--- config.mk ---
export PLATFORM = sky130hd
export DESIGN_NAME = alu
export DESIGN_NICKNAME = d
export VERILOG_FILES = /design/src/rtl/alu.sv
export SDC_FILE = /design/constraint.sdc
export NUM_CORES = 1
export LEC_CHECK = 0
export CAP_MARGIN = 20
export CELL_PAD_IN_SITES_DETAIL_PLACEMENT = 1
export CELL_PAD_IN_SITES_GLOBAL_PLACEMENT = 2
export CORE_MARGIN = 4
export CORE_UTILIZATION = 25
export CTS_CLUSTER_SIZE = 40
export DETAILED_ROUTE_END_ITERATION = 12
export PLACE_DENSITY = 0.8
export SYNTH_ARGS = -nofsm -noshare
export SYNTH_HDL_FRONTEND = slang
export SYNTH_SLANG_ARGS = --single-unit
--- constraint.sdc ---
create_clock -name clk -period 3.5 [get_ports clk]
set_input_delay 0.875 -clock clk [delete_from_list [all_inputs] [get_ports clk]]
set_output_delay 0.875 -clock clk [all_outputs]
set_load 0.02 [all_outputs]
--- src/rtl/alu.sv ---
// Registered ALU: add, subtract, AND, OR with carry/zero/negative/overflow.
// One operation per cycle, result visible one rising edge after issue.
module alu #(
    parameter int WIDTH = 4
) (
    input  logic             clk,
    input  logic             rst_n,
    input  logic [WIDTH-1:0] a,
    input  logic [WIDTH-1:0] b,
    input  logic [1:0]       alu_op,
    output logic [WIDTH-1:0] alu_out,
    output logic             carry,
    output logic             zero,
    output logic             negative,
    output logic             overflow
);

    typedef enum logic [1:0] {
        OP_ADD = 2'b00,
        OP_SUB = 2'b01,
        OP_AND = 2'b10,
        OP_OR  = 2'b11
    } op_e;

    localparam int MSB = WIDTH - 1;

    op_e              op;
    logic             is_sub;
    logic [WIDTH-1:0] b_eff;
    logic [WIDTH:0]   sum_ext;
    logic [WIDTH-1:0] sum;
    logic             cout;
    logic             arith_ovf;

    logic [WIDTH-1:0] res_d;
    logic             carry_d;
    logic             ovf_d;
    logic             zero_d;
    logic             neg_d;

    assign op     = op_e'(alu_op);
    assign is_sub = (op == OP_SUB);

    // Shared adder: subtraction is a + ~b + 1.
    always_comb begin
        b_eff   = is_sub ? ~b : b;
        sum_ext = {1'b0, a}
                + {1'b0, b_eff}
                + {{WIDTH{1'b0}}, is_sub};
        sum     = sum_ext[MSB:0];
        cout    = sum_ext[WIDTH];
        // Same-sign operands into the adder yielding opposite-sign sum.
        arith_ovf = (a[MSB] == b_eff[MSB])
                 && (sum[MSB] != a[MSB]);
    end

    // Result and flag selection for the next register load.
    always_comb begin
        res_d   = '0;
        carry_d = 1'b0;
        ovf_d   = 1'b0;
        unique case (op)
            OP_ADD: begin
                res_d   = sum;
                carry_d = cout;
                ovf_d   = arith_ovf;
            end
            OP_SUB: begin
                res_d   = sum;
                // No carry-out of a + ~b + 1 means a < b: a borrow.
                carry_d = ~cout;
                ovf_d   = arith_ovf;
            end
            OP_AND: res_d = a & b;
            OP_OR:  res_d = a | b;
        endcase
        zero_d = (res_d == '0);
        neg_d  = res_d[MSB];
    end

    // Output register with synchronous reset taking priority.
    always_ff @(posedge clk) begin
        if (!rst_n) begin
            alu_out  <= '0;
            carry    <= 1'b0;
            zero     <= 1'b0;
            negative <= 1'b0;
            overflow <= 1'b0;
        end else begin
            alu_out  <= res_d;
            carry    <= carry_d;
            zero     <= zero_d;
            negative <= neg_d;
            overflow <= ovf_d;
        end
    end

endmodule

==> results.json, run 1 <==
{
  "crit_required_ns": 3.66,
  "portBuffers": 19,
  "relSlewSlack_pct": 78.7,
  "multi_input_area_um2": 352,
  "drtIter0Drc": 1,
  "power_frac_seq_pct": 33.8,
  "cts_tree": "done",
  "drive_gt1_share_pct": 10.4,
  "power_density_nw_per_um2": 347,
  "synth_top_area_cell": "dfxtp_1",
  "post_cts_resized": 0,
  "worstSetupEndpointType": "register",
  "core_area_um2": 1980,
  "final_nets": 96,
  "ys_warn_count": 0,
  "drtPass1Iterations": 2,
  "cts.sinks": 7,
  "regArea_um2": 140,
  "top_usage_layer": "met2",
  "cts_buffer_depth": 2,
  "max-vdd-ir-drop_mv": 0.0936,
  "ys_seq_elements": 7,
  "synth_edf_count": 0,
  "worst_pin_slew_ns": 0.316,
  "power_frac_comb_pct": 39.4,
  "place_congestion": 0.694,
  "grt_start_max_net_pins": 10,
  "grtUsageTotal_pct": 9.69,
  "startpoint_type": "input port",
  "synth_cells": 56,
  "hold_violations": 0,
  "postCtsSetupBuffers": 0,
  "area_delta_synth_final_pct": 45.1,
  "grt_overflow": 0,
  "antenna_cells": 0,
  "fp.dieW_um": 53.7,
  "die_area_um2": 2880,
  "fmax_mhz": 352,
  "drt-total-wl_mm": 1.15,
  "cap_violations": 0,
  "hold_class": "in -> reg",
  "synth_area_um2": 522,
  "grt_pass1_wl_mm": 2.01,
  "io_pins": 20,
  "cp-endpoint": "zero",
  "min_period_over_period_pct": 81.2,
  "std_cell_rows": 16,
  "synthTopCellsByCount": "dfxtp_1, ha_1, nand2_1",
  "finalSetupViolCount": 0,
  "fin_ws_ns": 0.659,
  "antenna_found_initial": 0,
  "fp.dieH_um": 53.7,
  "pwr-share-clk_pct": 26.8,
  "htree_levels": 1,
  "clk_root_buffer_cell": "clkbuf_4",
  "first_global_vias": 461,
  "path_class": "in -> reg",
  "yosysMostFrequentCell": "dfxtp_1",
  "yosysTopAreaCellShare_pct": 26.9,
  "synth_flop_cell": "dfxtp_1",
  "p_leak_nw": 0.304,
  "crit_path_start": "alu_op[0]",
  "p_switching_w": 0.0000790,
  "syn_area_per_cell_um2": 9.32,
  "hp-start": "rst_n",
  "maxSlewViolCount": 0,
  "status": "finished clean",
  "initial_core_util_pct": 26.3,
  "dpl_worst_slack_ns": 0.333,
  "synth.net_count": 74,
  "fin_setup_tns_ns": 0,
  "cp_max_fo": 9,
  "p_int_w": 0.000184,
  "post-route-min-period_ns": 2.84,
  "hold_buffers": 0,
  "synth_seq_area_share_pct": 26.9,
  "vias": 465,
  "numCtsBuffers": 3,
  "ant_nets": 0,
  "ys_top_cells_by_area": "dfxtp_1, ha_1, xnor2_1, fa_1, maj3_1",
  "post-route-util_pct": 38.2,
  "route.detailed.drc": 0,
  "met1_usage_pct": 11.1,
  "synth_cell_types": 30,
  "wl_per_cell_um": 11.0,
  "use_met2_pct": 16.5,
  "vias_per_cell": 4.47,
  "grt_setup_unrepaired": "no",
  "sw_frac_of_total_pct": 30.1,
  "met3_usage_pct": 2.22,
  "dpl.hpwl_mm": 1.04,
  "cts.clk_slew.worst_paths_ns": 0.05,
  "synthArstFlopShare_pct": 0,
  "cp_data_arrival_time_ns": 3.00,
  "fillers": 229
}
[logic make-up after synthesis]
| family | count (synthesis) | share of synthesized area, % |
|---|---|---|
| AO/OA/AOI/OAI | 10 | 13.4 |
| flip-flops | 7 | 26.9 |
| multiplexers | 1 | 2.16 |
| AND/OR/NAND/NOR | 19 | 22.1 |
| XOR/XNOR | 6 | 10.1 |
| adder cells (fa/ha/maj) | 8 | 19.7 |
| buffers and inverters | 5 | 5.76 |
[stage by stage]
step,instance area (um^2),hold WS [ns],power (W),cells
floorplan,522,0.997,0.000155,56
global placement,731,1.60,0.000194,100
detailed placement,731,1.59,0.000196,100
CTS,757,1.33,0.000269,104
global route,757,1.37,0.000283,104
finish,757,1.33,0.000263,104
[state kept, by name (all words and copies together) (netlist names)]
signal    flops
alu_out       4
carry         1
overflow      1
zero          1
[routing by layer]
layer	vias to the layer above	wire length [um]
li1	233	-
met1	216	434
met2	14	589
met3	2	114
met4	0	9
met5	-	0
[layout by cell type, fill, tap and decap left out, types with 2 or more instances in the layout]
master and instances:
nand2b_1 2, xnor2_1 4, ha_1 5, and2_1 3
nand2_1 5, clkdlybuf4s50_1 19, a21oi_1 2, xor2_1 2
clkbuf_4 3, dfxtp_1 7, maj3_1 2, o21ai_0 2
a21o_1 2, inv_1 2
[worst max-delay path, cell delays in order]
cell and delay [ns]:
clkdlybuf4s50_1 0.63, nand2b_1 0.20, xnor2_1 0.18, ha_1 0.34, a21o_1 0.22, nor3_1 0.22, o31ai_2 0.11, nor4_2 0.23
[final cells by class]
type / instances / share of cell area, %
multi-input combinational: 44 / 46.4
timing repair buffer: 20 / 26.1
sequential: 7 / 18.5
tap: 27 / 4.46
clock buffer: 4 / 3.47
inverter: 2 / 0.992
[power by group through the flow]
| stage | Combinational, W | Clock [W] | Sequential [W] |
|---|---|---|---|
| final | 0.000104 | 0.0000704 | 0.0000888 |
| after global routing | 0.000116 | 0.0000777 | 0.0000894 |
| after CTS | 0.000106 | 0.0000744 | 0.0000889 |
| after detailed placement | 0.000105 | 0 | 0.0000906 |
| after global placement | 0.000104 | 0 | 0.0000902 |
| after floorplan | 0.0000555 | 0 | 0.0000996 |
[worst min-delay path by stage]
| stage | to | slack (ns) | cells after the start |
|---|---|---|---|
| after floorplan | alu_out[1] | 1.0 | 1 |
| after detailed placement | alu_out[0] | 1.59 | 2 |
| final | alu_out[0] | 1.33 | 2 |
| after global placement | zero | 1.60 | 3 |
| after CTS | alu_out[0] | 1.33 | 2 |
| after global routing | alu_out[0] | 1.37 | 2 |
Power figures use the tool's default switching activity.
==> inputs of run 2 (changes only) <==
--- a/config.mk
+++ b/config.mk
@@ -9,10 +9,10 @@
 export CELL_PAD_IN_SITES_DETAIL_PLACEMENT = 1
 export CELL_PAD_IN_SITES_GLOBAL_PLACEMENT = 2
 export CORE_MARGIN = 4
-export CORE_UTILIZATION = 25
+export CORE_UTILIZATION = 24
 export CTS_CLUSTER_SIZE = 40
 export DETAILED_ROUTE_END_ITERATION = 12
-export PLACE_DENSITY = 0.8
+export PLACE_DENSITY = 0.77
 export SYNTH_ARGS = -nofsm -noshare
 export SYNTH_HDL_FRONTEND = slang
 export SYNTH_SLANG_ARGS = --single-unit
==> constraint.sdc (replaced) <==
create_clock -name clk -period 2.94 [get_ports clk]
set_input_delay 0.735 -clock clk [delete_from_list [all_inputs] [get_ports clk]]
set_output_delay 0.735 -clock clk [all_outputs]
set_load 0.02 [all_outputs]
==> run 2 against run 1 <==
Effect of this change:
- cell area grew 2.1%
- routed wire length increased by 8.0%
- worst setup slack got worse by 0.29 ns
- core utilization is essentially flat
- non-clock buffer count increased by 2
- sequential share of layout area is 0.39 points lower
- sequential power rose by 19%
- clock power grew 24%
- critical path type unchanged
- first-iteration DRC count grew to 3.0 times the previous value
==> results.json, run 2 (synthesis gave the netlist of run 1 again) <==
{
  "status": "finished clean",
  "crit_slowest_cell": "clkdlybuf4s50_1",
  "holdPathEnd": "zero",
  "cts.clk_slew.worst_paths_ns": 0.06,
  "grt_setup_unrepaired": "no",
  "place_congestion": 0.752,
  "post-route-min-period_ns": 2.57,
  "fmax_mhz": 389,
  "post-route-util_pct": 38.2,
  "std_cell_rows": 16,
  "htree_levels": 1,
  "final_cell_mix": "clkdlybuf4s50_1, dfxtp_1, nand2_1, ha_1, xnor2_1",
  "dpl.hpwl_mm": 1.07,
  "finalSetupViolCount": 0,
  "cts_tree": "done",
  "postCtsSetupBuffers": 0,
  "cap_violations": 0,
  "drtPass1Iterations": 2,
  "worstSetupEndpointType": "register",
  "maxSlewViolCount": 0,
  "path_class": "in -> reg",
  "vias_per_cell": 4.42,
  "largest_reg_flops": 4,
  "route.detailed.drc": 0,
  "startpoint_type": "input port",
  "min_period_over_period_pct": 87.3,
  "area_delta_synth_final_pct": 48.2,
  "crit_required_ns": 3.14,
  "drt-total-wl_mm": 1.24,
  "grt_start_max_net_pins": 8,
  "fp.dieH_um": 54.6,
  "hold_buffers": 0,
  "worst_pin_slew_ns": 0.274,
  "first_global_vias": 491,
  "p_leak_nw": 0.317,
  "core_area_um2": 2020,
  "initial_core_util_pct": 25.8,
  "drtIter0Drc": 3,
  "grt_overflow": 0,
  "hold_violations": 0,
  "post_cts_resized": 0,
  "crit_path_max_incr_delay_ns": 0.45,
  "cp_data_arrival_time_ns": 2.77,
  "vias": 469,
  "fp.dieW_um": 54.6,
  "top_register": "alu_out",
  "die_area_um2": 2980,
  "relSlewSlack_pct": 81.6,
  "drive_gt1_share_pct": 13.9,
  "max-vdd-ir-drop_mv": 0.171,
  "crit_path_cell_trace": "clkdlybuf4s50_1 -> nand2b_1 -> xnor2_1 -> ha_1 -> a21o_1 -> o21a_1 -> o31ai_2 -> and2_1",
  "power_density_nw_per_um2": 412,
  "cp_max_fo": 4,
  "grt_pass1_wl_mm": 2.08,
  "io_pins": 20,
  "antenna_found_initial": 0,
  "numCtsBuffers": 3,
  "ant_nets": 0,
  "portBuffers": 19,
  "whs_path_depth": 3,
  "clk_root_buffer_cell": "clkbuf_4",
  "final_common_cell": "clkdlybuf4s50_1",
  "fin_setup_tns_ns": 0,
  "final_nets": 98,
  "hold_class": "in -> reg",
  "cts_buffer_depth": 2,
  "cts.sinks": 7,
  "wl_per_cell_um": 11.7,
  "antenna_cells": 0,
  "fillers": 243,
  "grtUsageTotal_pct": 10.1,
  "hp-start": "rst_n"
}
## run 2: changes by cell type in the layout (fill, tap and decap cells not counted)
cell	change
clkinv_2	+1
buf_4	+2
clkbuf_1	-1
## run 2: how the worst max path moves through the flow
stage          startpoint    endpoint  slack (ns)  cells past startpoint
3_5_place_dp    alu_op[1]  alu_out[3]        0.07                      8
3_3_place_gp    alu_op[1]  alu_out[3]        0.12                      8
5_1_grt         alu_op[1]  alu_out[3]        0.20                      9
4_1_cts         alu_op[1]  alu_out[3]        0.34                      9
6_report        alu_op[1]  alu_out[3]        0.37                      8
2_1_floorplan   alu_op[1]        zero        0.50                      8
## run 2: through the flow
step | hold slack, ns | cell area, um^2 | total power, W | instances | setup WS, ns
global placement | 1.46 | 746 | 0.000233 | 102 | 0.124
finish | 1.21 | 773 | 0.000318 | 106 | 0.372
global route | 1.23 | 773 | 0.000349 | 106 | 0.198
floorplan | 0.857 | 522 | 0.000185 | 56 | 0.501
CTS | 1.21 | 773 | 0.000327 | 106 | 0.342
detailed placement | 1.49 | 746 | 0.000235 | 102 | 0.0710
## run 2: power breakdown
part / internal [W] / switching, W
combinational: 0.0000651 / 0.0000604
clock: 0.0000498 / 0.0000374
sequential: 0.000103 / 0.00000225
## run 2: critical path, delay by kind of cell
kind                     cells  cell delay (ns)
AND/OR/NAND/NOR              2             0.41
XOR/XNOR                     1             0.16
adder cells (fa/ha/maj)      1             0.34
AO/OA/AOI/OAI                3             0.68
buffers and inverters        1             0.45
## run 2: final cells by class
| type | instances | area (um^2) | share of cell area, % |
|---|---|---|---|
| Multi-Input combinational cell | 44 | 352 | 45.5 |
| Timing Repair Buffer | 22 | 213 | 27.5 |
| Sequential cell | 7 | 140 | 18.1 |
| Tap cell | 27 | 33.8 | 4.37 |
| Clock buffer | 3 | 22.5 | 2.91 |
| Inverter | 2 | 7.51 | 0.971 |
| Clock inverter | 1 | 5.00 | 0.647 |
## run 2: per-layer routing
metal,vias up,share of wire [%],global-route usage [%]
met5,-,0,0
met4,0,2.2,7.47
met3,2,7.5,1.09
met2,17,48,18.3
met1,212,42,10.4
li1,238,-,-
==> inputs of run 3 (changes only) <==
--- a/config.mk
+++ b/config.mk
@@ -9,10 +9,11 @@
 export CELL_PAD_IN_SITES_DETAIL_PLACEMENT = 1
 export CELL_PAD_IN_SITES_GLOBAL_PLACEMENT = 2
 export CORE_MARGIN = 4
-export CORE_UTILIZATION = 24
+export CORE_UTILIZATION = 25
+export CTS_BUF_LIST = sky130_fd_sc_hd__clkbuf_4 sky130_fd_sc_hd__clkbuf_8
 export CTS_CLUSTER_SIZE = 40
 export DETAILED_ROUTE_END_ITERATION = 12
-export PLACE_DENSITY = 0.77
+export PLACE_DENSITY = 0.8
 export SYNTH_ARGS = -nofsm -noshare
 export SYNTH_HDL_FRONTEND = slang
 export SYNTH_SLANG_ARGS = --single-unit
==> run 3 against run 2 <==
Effect of this change:
- combinational power barely moved
- sequential cell count stayed put
- routed wire length decreased by 1.6%
- via count is 2.3% lower
- final cell count down 0.94%
- maximum frequency grew 1.6%
- critical path depth did not move
- sequential share of layout area up 0.12 points
- critical path type unchanged
- critical endpoint unchanged
==> results.json, run 3 (synthesis gave the netlist of run 1 again) <==
{
  "cap_violations": 0,
  "wl_per_cell_um": 11.6,
  "route.detailed.drc": 0,
  "drtIter0Drc": 2,
  "min_period_over_period_pct": 86.0,
  "worst_pin_slew_ns": 0.302,
  "numCtsBuffers": 3,
  "std_cell_rows": 16,
  "grt_overflow": 0,
  "pwr-share-clk_pct": 28.1,
  "dpl.hpwl_mm": 1.09,
  "clk_root_buffer_cell": "clkbuf_4",
  "power_frac_comb_pct": 38.9,
  "place_congestion": 0.647,
  "die_area_um2": 2880,
  "p_switching_w": 0.0000930,
  "hold_violations": 0,
  "final_nets": 97,
  "crit_family": "compound AO/OA/AOI/OAI gates",
  "antenna_found_initial": 0,
  "fin_cells": 105,
  "status": "finished clean",
  "cts.clk_slew.worst_paths_ns": 0.05,
  "crit_path_max_incr_delay_ns": 0.43,
  "cts_tree": "done",
  "fmax_mhz": 396,
  "vias_per_cell": 4.36,
  "io_pins": 20,
  "htree_levels": 1,
  "top_register": "alu_out",
  "p_leak_nw": 0.313,
  "grt_pass1_wl_mm": 2.07,
  "sw_frac_of_total_pct": 28.9,
  "drtPass1Iterations": 2,
  "fp.dieH_um": 53.7,
  "first_global_vias": 458,
  "grt_setup_unrepaired": "no",
  "worstSetupEndpointType": "register",
  "vias": 458,
  "initial_core_util_pct": 26.3,
  "final_cell_mix": "clkdlybuf4s50_1, dfxtp_1, nand2_1, ha_1",
  "area_delta_synth_final_pct": 47.2,
  "fp.dieW_um": 53.7,
  "dpl_worst_slack_ns": 0.138,
  "relSlewSlack_pct": 79.7,
  "maxSlewViolCount": 0,
  "fin_ws_ns": 0.412,
  "post_cts_resized": 0,
  "p_int_w": 0.000229,
  "postCtsSetupBuffers": 0,
  "max-vdd-ir-drop_mv": 0.162,
  "finalSetupViolCount": 0,
  "cts.sinks": 7,
  "ant_nets": 0,
  "antenna_cells": 0,
  "portBuffers": 19,
  "fin_setup_tns_ns": 0,
  "p_total_w": 0.000322,
  "grt_start_max_net_pins": 10,
  "drive_gt1_share_pct": 12.8,
  "core_area_um2": 1980,
  "grtUsageTotal_pct": 10.3,
  "hold_buffers": 0,
  "startpoint_type": "input port",
  "power_frac_seq_pct": 33.0,
  "drt-total-wl_mm": 1.22,
  "cp_max_fo": 4,
  "post-route-min-period_ns": 2.53,
  "path_class": "in -> reg",
  "hold_class": "in -> reg",
  "largest_reg_flops": 4,
  "crit_path_cell_trace": "clkdlybuf4s50_1 -> nand2b_1 -> xnor2_1 -> ha_1 -> a21o_1 -> o21a_1 -> o31ai_2 -> and2_1",
  "crit_buf_inv": 1,
  "cp_data_arrival_time_ns": 2.71,
  "final_common_cell": "clkdlybuf4s50_1",
  "fillers": 232,
  "cts_buffer_depth": 2,
  "power_density_nw_per_um2": 419,
  "crit_slowest_cell": "clkdlybuf4s50_1",
  "crit_required_ns": 3.13,
  "dpl.cell_count": 101
}
[run 3: cell types whose count changed in the layout (fill, tap and decap cells not counted), sizes merged]
cell | previous run | this run
buf | 3 | 2
clkbuf | 3 | 4
clkinv | 1 | 0
[run 3: path summary, 6_finish.rpt]
kind  startpoint         end  slack [ns]  cells past startpoint
min        rst_n        zero        1.18                      3
max    alu_op[1]  alu_out[3]        0.41                      8
[run 3: routing by layer]
| layer | wire length (um) | up-vias | track usage (%) | share of wire (%) |
|---|---|---|---|---|
| li1 | - | 236 | - | - |
| met1 | 495 | 206 | 10.4 | 41 |
| met5 | 0 | - | 0 | 0 |
| met3 | 83 | 2 | 3.05 | 6.8 |
| met4 | 11 | 0 | 5.11 | 0.90 |
| met2 | 629 | 14 | 18.8 | 52 |
[run 3: tightest hold or removal path: stages]
cell and delay (ns):
clkdlybuf4s50_1 0.48, nand2_1 0.11, nor4_2 0.05
[run 3: area by class of cell]
cell class | instances | area, um^2 | area share [%]
Sequential cell | 7 | 140 | 18.2
Multi-Input combinational cell | 44 | 352 | 45.8
Timing Repair Buffer | 21 | 205 | 26.7
Tap cell | 27 | 33.8 | 4.40
Inverter | 2 | 7.51 | 0.977
Clock buffer | 4 | 30.0 | 3.91
[run 3: per-stage QoR]
stage	util (%)	area [um^2]	hold WS, ns
global placement	37.2	738	1.44
finish	38.8	768	1.18
global route	38.8	768	1.23
detailed placement	37.2	738	1.44
floorplan	-	522	0.857
CTS	38.8	768	1.17
[run 3: power by group through the flow]
stage	Sequential, W	Clock [W]	Combinational, W
finish	0.000106	0.0000906	0.000125
detailed placement	0.000108	0	0.000128
global route	0.000107	0.000100	0.000139
global placement	0.000107	0	0.000124
CTS	0.000106	0.0000947	0.000128
floorplan	0.000119	0	0.0000661
